### src/rtl/sm3_add_arbiter_if.sv
// Request/response bundle for sm3_add_arbiter: two operand-bundle requesters and one result port.
// The master modport is the requester/consumer side; the slave modport is the arbiter itself.
interface sm3_add_arbiter_if #(
  parameter int NOPS = 4
);
  logic                 in0_valid;
  logic                 in0_ready;
  logic [32*NOPS-1:0]   in0_ops;
  logic                 in1_valid;
  logic                 in1_ready;
  logic [32*NOPS-1:0]   in1_ops;
  logic                 out_valid;
  logic                 out_ready;
  logic [31:0]          out_sum;
  logic                 out_ch;
  logic                 busy;

  modport master (
    output in0_valid, in0_ops, in1_valid, in1_ops, out_ready,
    input  in0_ready, in1_ready, out_valid, out_sum, out_ch, busy
  );

  modport slave (
    input  in0_valid, in0_ops, in1_valid, in1_ops, out_ready,
    output in0_ready, in1_ready, out_valid, out_sum, out_ch, busy
  );
endinterface

### src/rtl/sm3_add_arbiter.sv
// Two-requester serial multi-operand adder sharing one 32-bit adder (SM3 TT1/TT2 sums).
// Define SM3_ADD_ARB_RR_EN for round-robin tie-breaking; otherwise channel 0 has fixed priority.
module adder (
  input  logic [31:0] a,
  input  logic [31:0] b,
  output logic [31:0] c
);
  assign c = a + b;
endmodule

module sm3_add_arbiter #(
  parameter int NOPS = 4
) (
  input  logic               clk,
  input  logic               rst,
  sm3_add_arbiter_if.slave   bus
);
  localparam int IDXW = $clog2(NOPS);

  typedef enum logic [1:0] {
    ST_IDLE = 2'd0,
    ST_SUM  = 2'd1,
    ST_DONE = 2'd2
  } state_t;

  state_t                state_r;
  state_t                next_state_s;
  logic                  accept_s;
  logic                  grant_s;
  logic [32*NOPS-1:0]    sel_ops_s;
  logic [31:0]           sum_s;
  logic [31:0]           op_r [NOPS];
  logic [31:0]           acc_r;
  logic [IDXW-1:0]       idx_r;
  logic                  last_grant_r;
  logic                  out_ch_r;
  logic                  out_valid_r;
  logic                  busy_r;

  adder u_adder (
    .a (acc_r),
    .b (op_r[idx_r]),
    .c (sum_s)
  );

  assign sel_ops_s     = grant_s ? bus.in1_ops : bus.in0_ops;
  assign bus.in0_ready = accept_s & ~grant_s;
  assign bus.in1_ready = accept_s & grant_s;
  assign bus.out_valid = out_valid_r;
  assign bus.out_sum   = acc_r;
  assign bus.out_ch    = out_ch_r;
  assign bus.busy      = busy_r;

  // State register.
  always_ff @(posedge clk) begin
    if (rst) begin
      state_r <= ST_IDLE;
    end else begin
      state_r <= next_state_s;
    end
  end

  // Next-state, arbitration and accept decode.
  always_comb begin
    next_state_s = state_r;
    accept_s     = 1'b0;
    grant_s      = 1'b0;
    case (state_r)
      ST_IDLE: begin
        if (bus.in0_valid || bus.in1_valid) begin
          accept_s     = 1'b1;
          next_state_s = ST_SUM;
`ifdef SM3_ADD_ARB_RR_EN
          if (bus.in0_valid && bus.in1_valid) begin
            grant_s = ~last_grant_r;
          end else begin
            grant_s = ~bus.in0_valid;
          end
`else
          grant_s = ~bus.in0_valid;
`endif
        end else begin
          next_state_s = ST_IDLE;
        end
      end
      ST_SUM: begin
        if (idx_r == IDXW'(NOPS - 1)) begin
          next_state_s = ST_DONE;
        end else begin
          next_state_s = ST_SUM;
        end
      end
      ST_DONE: begin
        if (bus.out_ready) begin
          next_state_s = ST_IDLE;
        end else begin
          next_state_s = ST_DONE;
        end
      end
      default: begin
        next_state_s = ST_IDLE;
      end
    endcase
  end

  // Datapath: operand capture, serial accumulation and registered status outputs.
  always_ff @(posedge clk) begin
    if (rst) begin
      acc_r        <= 32'd0;
      idx_r        <= '0;
      last_grant_r <= 1'b1;
      out_ch_r     <= 1'b0;
      out_valid_r  <= 1'b0;
      busy_r       <= 1'b0;
      for (int k = 0; k < NOPS; k++) begin
        op_r[k] <= 32'd0;
      end
    end else begin
      busy_r      <= (next_state_s != ST_IDLE);
      out_valid_r <= (next_state_s == ST_DONE);
      case (state_r)
        ST_IDLE: begin
          if (accept_s) begin
            for (int k = 0; k < NOPS; k++) begin
              op_r[k] <= sel_ops_s[32*k +: 32];
            end
            acc_r        <= sel_ops_s[31:0];
            idx_r        <= IDXW'(1);
            out_ch_r     <= grant_s;
            last_grant_r <= grant_s;
          end else begin
            acc_r        <= acc_r;
            idx_r        <= idx_r;
            out_ch_r     <= out_ch_r;
            last_grant_r <= last_grant_r;
          end
        end
        ST_SUM: begin
          // Wraps mod 2^32: carry-out of the shared adder is deliberately dropped.
          acc_r        <= sum_s;
          idx_r        <= idx_r + IDXW'(1);
          last_grant_r <= last_grant_r;
        end
        ST_DONE: begin
          acc_r        <= acc_r;
          idx_r        <= idx_r;
          last_grant_r <= last_grant_r;
        end
        default: begin
          acc_r        <= 32'd0;
          idx_r        <= '0;
          last_grant_r <= last_grant_r;
        end
      endcase
    end
  end
endmodule

### src/flat_wrapper.sv
// flat-port wrapper written by rule: the top's interface ports become plain ports
module sm3_add_arbiter_flat 
#(
  parameter int NOPS = 4
)
  (clk, rst, bus_in0_valid, bus_in0_ops, bus_in1_valid, bus_in1_ops, bus_out_ready, bus_in0_ready, bus_in1_ready, bus_out_valid, bus_out_sum, bus_out_ch, bus_busy);
  sm3_add_arbiter_if #(.NOPS(NOPS)) bus_i ();
  input  logic clk;
  input  logic rst;
  input wire logic [$bits(bus_i.in0_valid)-1:0] bus_in0_valid;
  input wire logic [$bits(bus_i.in0_ops)-1:0] bus_in0_ops;
  input wire logic [$bits(bus_i.in1_valid)-1:0] bus_in1_valid;
  input wire logic [$bits(bus_i.in1_ops)-1:0] bus_in1_ops;
  input wire logic [$bits(bus_i.out_ready)-1:0] bus_out_ready;
  output wire logic [$bits(bus_i.in0_ready)-1:0] bus_in0_ready;
  output wire logic [$bits(bus_i.in1_ready)-1:0] bus_in1_ready;
  output wire logic [$bits(bus_i.out_valid)-1:0] bus_out_valid;
  output wire logic [$bits(bus_i.out_sum)-1:0] bus_out_sum;
  output wire logic [$bits(bus_i.out_ch)-1:0] bus_out_ch;
  output wire logic [$bits(bus_i.busy)-1:0] bus_busy;
  assign bus_i.in0_valid = bus_in0_valid;
  assign bus_i.in0_ops = bus_in0_ops;
  assign bus_i.in1_valid = bus_in1_valid;
  assign bus_i.in1_ops = bus_in1_ops;
  assign bus_i.out_ready = bus_out_ready;
  assign bus_in0_ready = bus_i.in0_ready;
  assign bus_in1_ready = bus_i.in1_ready;
  assign bus_out_valid = bus_i.out_valid;
  assign bus_out_sum = bus_i.out_sum;
  assign bus_out_ch = bus_i.out_ch;
  assign bus_busy = bus_i.busy;
  sm3_add_arbiter #(.NOPS(NOPS)) u_core (.clk(clk), .rst(rst), .bus(bus_i));
endmodule
### config.mk
export PLATFORM = sky130hd
export DESIGN_NAME = sm3_add_arbiter_flat
export DESIGN_NICKNAME = d
export VERILOG_FILES = /design/src/rtl/sm3_add_arbiter_if.sv /design/src/rtl/sm3_add_arbiter.sv /design/src/flat_wrapper.sv
export SDC_FILE = /design/constraint.sdc
export NUM_CORES = 1
export LEC_CHECK = 0
export BUFFER_PORTS_ARGS = -buffer_cell sky130_fd_sc_hd__buf_2
export CAP_MARGIN = 30
export CORE_MARGIN = 2
export CORE_UTILIZATION = 47
export DETAILED_ROUTE_END_ITERATION = 8
export HOLD_SLACK_MARGIN = 0.02
export PLACE_DENSITY = 0.78
export SYNTH_ARGS = -nofsm -noshare
export SYNTH_HDL_FRONTEND = slang
export SYNTH_SLANG_ARGS = --single-unit
### constraint.sdc
create_clock -name clk -period 4.7 [get_ports clk]
set_input_delay 0.94 -clock clk [delete_from_list [all_inputs] [get_ports clk]]
set_output_delay 0.94 -clock clk [all_outputs]
set_load 0.02 [all_outputs]
# ---- Word level (Yosys, flattened, before mapping)
# Memories as Yosys holds them, arrays and structs flattened. A register that Yosys moved wholly into a read port is not among the register bits.
# Index checks and enable logic that the tools add are counted.
# W data, S select, Z words.
dict set report totals {
  reg_bits 39
  ram_bits 128
  inputBits 261
  out_inout_bits 37
  elab_cells 53
  memories 1
}
# name words word_bits rd rd_clocked_by_memory_dff write_ports line_no
set memory_table {}
lappend memory_table {u_core.op_r 4 32 1 1 4 sm3_add_arbiter.sv:32} ;# logic [31:0] op_r [NOPS];
dict set report classes {
  addsub 2
  eq_ne 5
  n_mux 25
  bitwise_logic 9
  n_reduce_logical 5
}
# cell count
set op_table {}
lappend op_table {{$mux W32} 5}
lappend op_table {{$mux W128} 1}
lappend op_table {{$pmux W32 S3} 1}
lappend op_table {{$add A32 B32 Y32} 1}
lappend op_table {{$pmux W2 S3} 2}
lappend op_table {{$mux W1} 11}
lappend op_table {{$mux W2} 5}
lappend op_table {{$eq A2 B2 Y1 const B} 3}
lappend op_table {{$or A1 B1 Y1} 4}
lappend op_table {{$reduce_and A2 Y1} 2}
lappend op_table {{$not A1 Y1} 3}
lappend op_table {{$add A2 B1 Y2 const B} 1}
lappend op_table {{$and A1 B1 Y1} 2}
lappend op_table {{$eq A2 B1 Y1 const B} 1}
lappend op_table {{$logic_not A2 Y1} 1}
lappend op_table {{$ne A2 B1 Y1 const B} 1}
lappend op_table {{$reduce_bool A2 Y1} 1}
lappend op_table {{$logic_or A1 B1 Y1} 1}

# ---- Depth between registers and ports, before layout
dict set report logic_depth {
  depth_word 8
  mapped_depth 15
  mapped_depth_nobuf 13
}

# ---- Modules after synthesis
# From an unflattened synthesis, not the netlist that was laid out.
dict set report hier_totals {
  cells_unflattened 970
  hier_area_um2 9820.7
}
# module instances cells_per_inst area_per_inst_um2 seq_area_each_um2
set by_module_without_submodules {}
lappend by_module_without_submodules {sm3_add_arbiter 1 749 8219.1 4664.5}
lappend by_module_without_submodules {adder 1 221 1601.5 0.0}

# ---- Worst setup path after synthesis
# Ideal clock, no wire load.
dict set report synth_timing {
  path_type {input-to-reg}
  from {input port rst}
  to {memory u_core.op_r[0][0] (enable)}
  setup_time_ps 509
  t_arrival_ps 4311
  t_required_ps 4191
  setup_slack_ps -120
  path_stages 2
  path_buffers 1
  cell_sequence {clkbuf_1 nand2b_1}
}
# item line_no
set synth_rtl {}
lappend synth_rtl {{start, declared} flat_wrapper.sv:9} ;# input logic rst;
lappend synth_rtl {{end, declared} sm3_add_arbiter.sv:32}

==> results_dict.tcl <==
set metrics [dict create \
    vias_per_cell 5.66 \
    final_layout_size_suffix_gt1_share_pct 31.7 \
    antenna_found_initial 0 \
    clock_tree.buffer_depth 2 \
    internal-power_uw 3070 \
    layout.cell_area.non_filler_mm2 0.0120 \
    place_area_mm2 0.0114 \
    drt-pass1-iter-count 5 \
    postCtsHoldBufs 0 \
    synth_ff_type "sky130_fd_sc_hd__edfxtp_1" \
    clkSinkCount 169 \
    numCtsBuffers 17 \
    setup_slack_ns 0.942 \
    grt_pass1_vias 8182 \
    syn_area_per_cell_um2 9.79 \
    clock_insertion_delay_worst_skew_ns 0.43 \
    grt_pass1_wl_mm 45.6 \
    detailroute.via_count 8716 \
    power_density_mw_per_mm2 371 \
    layout_worst_path_cycle_share_pct 79.9 \
    die_h_um 148 \
    grt_usage_pct 27.3 \
    grt_setup_unrepaired "false" \
    synth_largest_area_cell "sky130_fd_sc_hd__edfxtp_1" \
    share_seq_of_total_power_pct 42.5 \
    run_status "complete, no violations" \
    grt_max_degree 108 \
    mapped_area_mm2 0.00971 \
    skew_ns 0.00978 \
    hold-worst-slack_ns 0.507 \
    synth-async-reset-ratio_pct 0 \
    core_area_mm2 0.0202 \
    pre_cts_slack_ns 1.04 \
    synth_cell_types 67 \
    power_frac_comb_pct 25.4 \
    cp_max_fo 15 \
    netlist.area_leader.share_pct 39.6 \
    fp.dieArea_mm2 0.0218 \
    wirelength_mm 29.4 \
    dr.first_iter.drc_count 1178 \
    critPathKind "flop to flop" \
    htreeDepth 4 \
    post-route-drc-count 0 \
    timing.final.crit_period_ns 3.76 \
    die-width_um 148 \
    instances_no_fill 1539 \
    gp_routability_congestion 0.936 \
    clock_tree_from_tritoncts "done" \
    class_of_the_worst_hold_path "flop to flop" \
    overflow_after_grt 0 \
    cts.repair.resized 0 \
    io-pin-count 298 \
    core.rowCount 52 \
    static-leakage-power_uw 0.00526 \
    clk_pin_slew_worst_paths_ns 0.07 \
    synth_sequential_area_ratio_pct 48.0 \
    post-cts-setup-buffer-count 0 \
    synth-seq-cells 169 \
    start_util_pct 48.0 \
    worst_ep_required_time_ns 4.99 \
    ir_drop_uv 199 \
    placed_cells 1506 \
    routed_wire_length_per_instance_um 19.1 \
    setup.worst_path.start_class "flop" \
    setup_viol_count_final 0 \
    cts_root_buf "sky130_fd_sc_hd__clkbuf_16" \
    net_count_after_synthesis 1286 \
    ys_top_cells_by_area "sky130_fd_sc_hd__edfxtp_1, sky130_fd_sc_hd__nand2_1, sky130_fd_sc_hd__dfxtp_1" \
    dp_hpwl_mm 21.8 \
    fmaxAchievable_mhz 266 \
    timing.critical_path.arrival_ns 4.05 \
    layout_overhead_on_the_synthesized_area_pct 23.9 \
    syn_inst 992 \
    max_slew.worst_pin.slew_ns 0.960 \
    io_buffer_count 297 \
    timing.max_slew.rel_slack_pct 35.5 \
    synth.yosys.warnings 0 \
    max_cap_viol_count 0 \
    number_of_synthesized_flops_with_an_enable_pin 128 \
    hold_violations 0 \
    critPathCaptureType "flop" \
    power.share.clock_pct 32.1 \
    switching_share_of_total_power_pct 31.3 \
    timing.final.max_slew_violations 0 \
    nets 1550 \
    insertedDiodeCount 0 \
    fin_tns_setup_ns 0 \
    power.net_switching_uw 1400 \
    final_antenna_net_count 0 \
]
[metal layers]
metal  vias up  GRT usage, %  wire [um]
li1       4129             -          -
met1      4060          40.5      12900
met2       475          40.9      13300
met3        52          4.88       2420
met4         0          8.80        731
met5         -             0          0
[worst max-delay path: stages, from the launching register on]
cell,delay (ns)
sky130_fd_sc_hd__dfxtp_2,0.64
sky130_fd_sc_hd__buf_4,0.29
sky130_fd_sc_hd__mux4_2,0.56
sky130_fd_sc_hd__ha_1,0.42
sky130_fd_sc_hd__nand3_1,0.22
sky130_fd_sc_hd__nor3b_2,0.24
sky130_fd_sc_hd__o2111ai_1,0.25
sky130_fd_sc_hd__a21oi_1,0.26
sky130_fd_sc_hd__nor2_2,0.10
sky130_fd_sc_hd__o31ai_2,0.28
sky130_fd_sc_hd__a221oi_1,0.15
sky130_fd_sc_hd__nand4b_1,0.12
sky130_fd_sc_hd__o211ai_1,0.10
[placed cells by master (no fill, tap or decap), types with 14 or more instances in the layout]
cell type	count
sky130_fd_sc_hd__clkbuf_16	17
sky130_fd_sc_hd__mux4_2	32
sky130_fd_sc_hd__xnor2_1	15
sky130_fd_sc_hd__nand3_1	14
sky130_fd_sc_hd__mux2i_1	22
sky130_fd_sc_hd__a21oi_1	155
sky130_fd_sc_hd__buf_4	16
sky130_fd_sc_hd__dfxtp_1	40
sky130_fd_sc_hd__nand2_1	237
sky130_fd_sc_hd__ha_1	32
sky130_fd_sc_hd__buf_2	297
sky130_fd_sc_hd__edfxtp_1	128
sky130_fd_sc_hd__nor2_1	77
[layout make-up]
| type | count | area [um^2] |
|---|---|---|
| Sequential cell | 169 | 4670 |
| Multi-Input combinational cell | 742 | 4730 |
| Timing Repair Buffer | 315 | 1650 |
| Fill cell | 1692 | 8200 |
| Clock inverter | 15 | 175 |
| Tap cell | 270 | 338 |
| Inverter | 11 | 43.8 |
| Clock buffer | 17 | 425 |
[synthesized netlist by cell type (11+ instances only)]
| library cell | n |
|---|---|
| sky130_fd_sc_hd__clkbuf_1 | 46 |
| sky130_fd_sc_hd__mux4_2 | 32 |
| sky130_fd_sc_hd__nor2_1 | 78 |
| sky130_fd_sc_hd__xnor2_1 | 15 |
| sky130_fd_sc_hd__dfxtp_1 | 41 |
| sky130_fd_sc_hd__a21o_1 | 11 |
| sky130_fd_sc_hd__nand3_1 | 14 |
| sky130_fd_sc_hd__ha_1 | 32 |
| sky130_fd_sc_hd__a221oi_1 | 13 |
| sky130_fd_sc_hd__a21oi_1 | 155 |
| sky130_fd_sc_hd__mux2i_1 | 22 |
| sky130_fd_sc_hd__nand2_1 | 237 |
| sky130_fd_sc_hd__buf_2 | 15 |
| sky130_fd_sc_hd__edfxtp_1 | 128 |
[state kept, by name, summed over array words and instances (netlist names), named ones only]
name,cells
u_core.state_r,2
u_core.bus.out_sum,32
u_core.op_r,128
u_core.idx_r,2
u_core.bus.out_ch,1
u_core.bus.busy,1
u_core.bus.out_valid,1
[stage by stage]
stage / total power, uW / util [%]
finish: 4460 / 59.5
floorplan: 2640 / -
detailed placement: 3030 / 56.4
global placement: 3020 / 56.4
CTS: 4460 / 59.3
global route: 4660 / 59.5
[power groups by stage]
stage,logic [uW],clock network (uW),registers (uW)
6_report,1130,1430,1900
5_1_grt,1240,1520,1910
4_1_cts,1120,1450,1890
3_5_place_dp,1110,0,1920
3_3_place_gp,1100,0,1920
2_1_floorplan,717,0,1920
[cell families (layout without fill, tap and decap cells)]
| logic type | after synthesis | count (layout) | synth area share [%] |
|---|---|---|---|
| simple gates | 371 | 371 | 15.8 |
| compound gates | 258 | 258 | 16.4 |
| flops | 169 | 169 | 48.0 |
| buf+inv | 81 | 358 | 3.44 |
| mux | 56 | 56 | 9.92 |
| fa+ha+maj | 33 | 33 | 4.33 |
| xor+xnor | 24 | 24 | 2.16 |
[path summary, 6_finish.rpt]
path,from,to,slack (ns),cells past startpoint
worst max-delay path,flop,u_core.bus.out_sum[29],0.94,12
worst min-delay path,u_core.bus.out_ch,u_core.bus.out_ch,0.51,2
worst max register to register,flop,u_core.bus.out_sum[29],0.94,12
worst min register to register,u_core.bus.out_ch,u_core.bus.out_ch,0.51,2
Power figures use the tool's default switching activity.
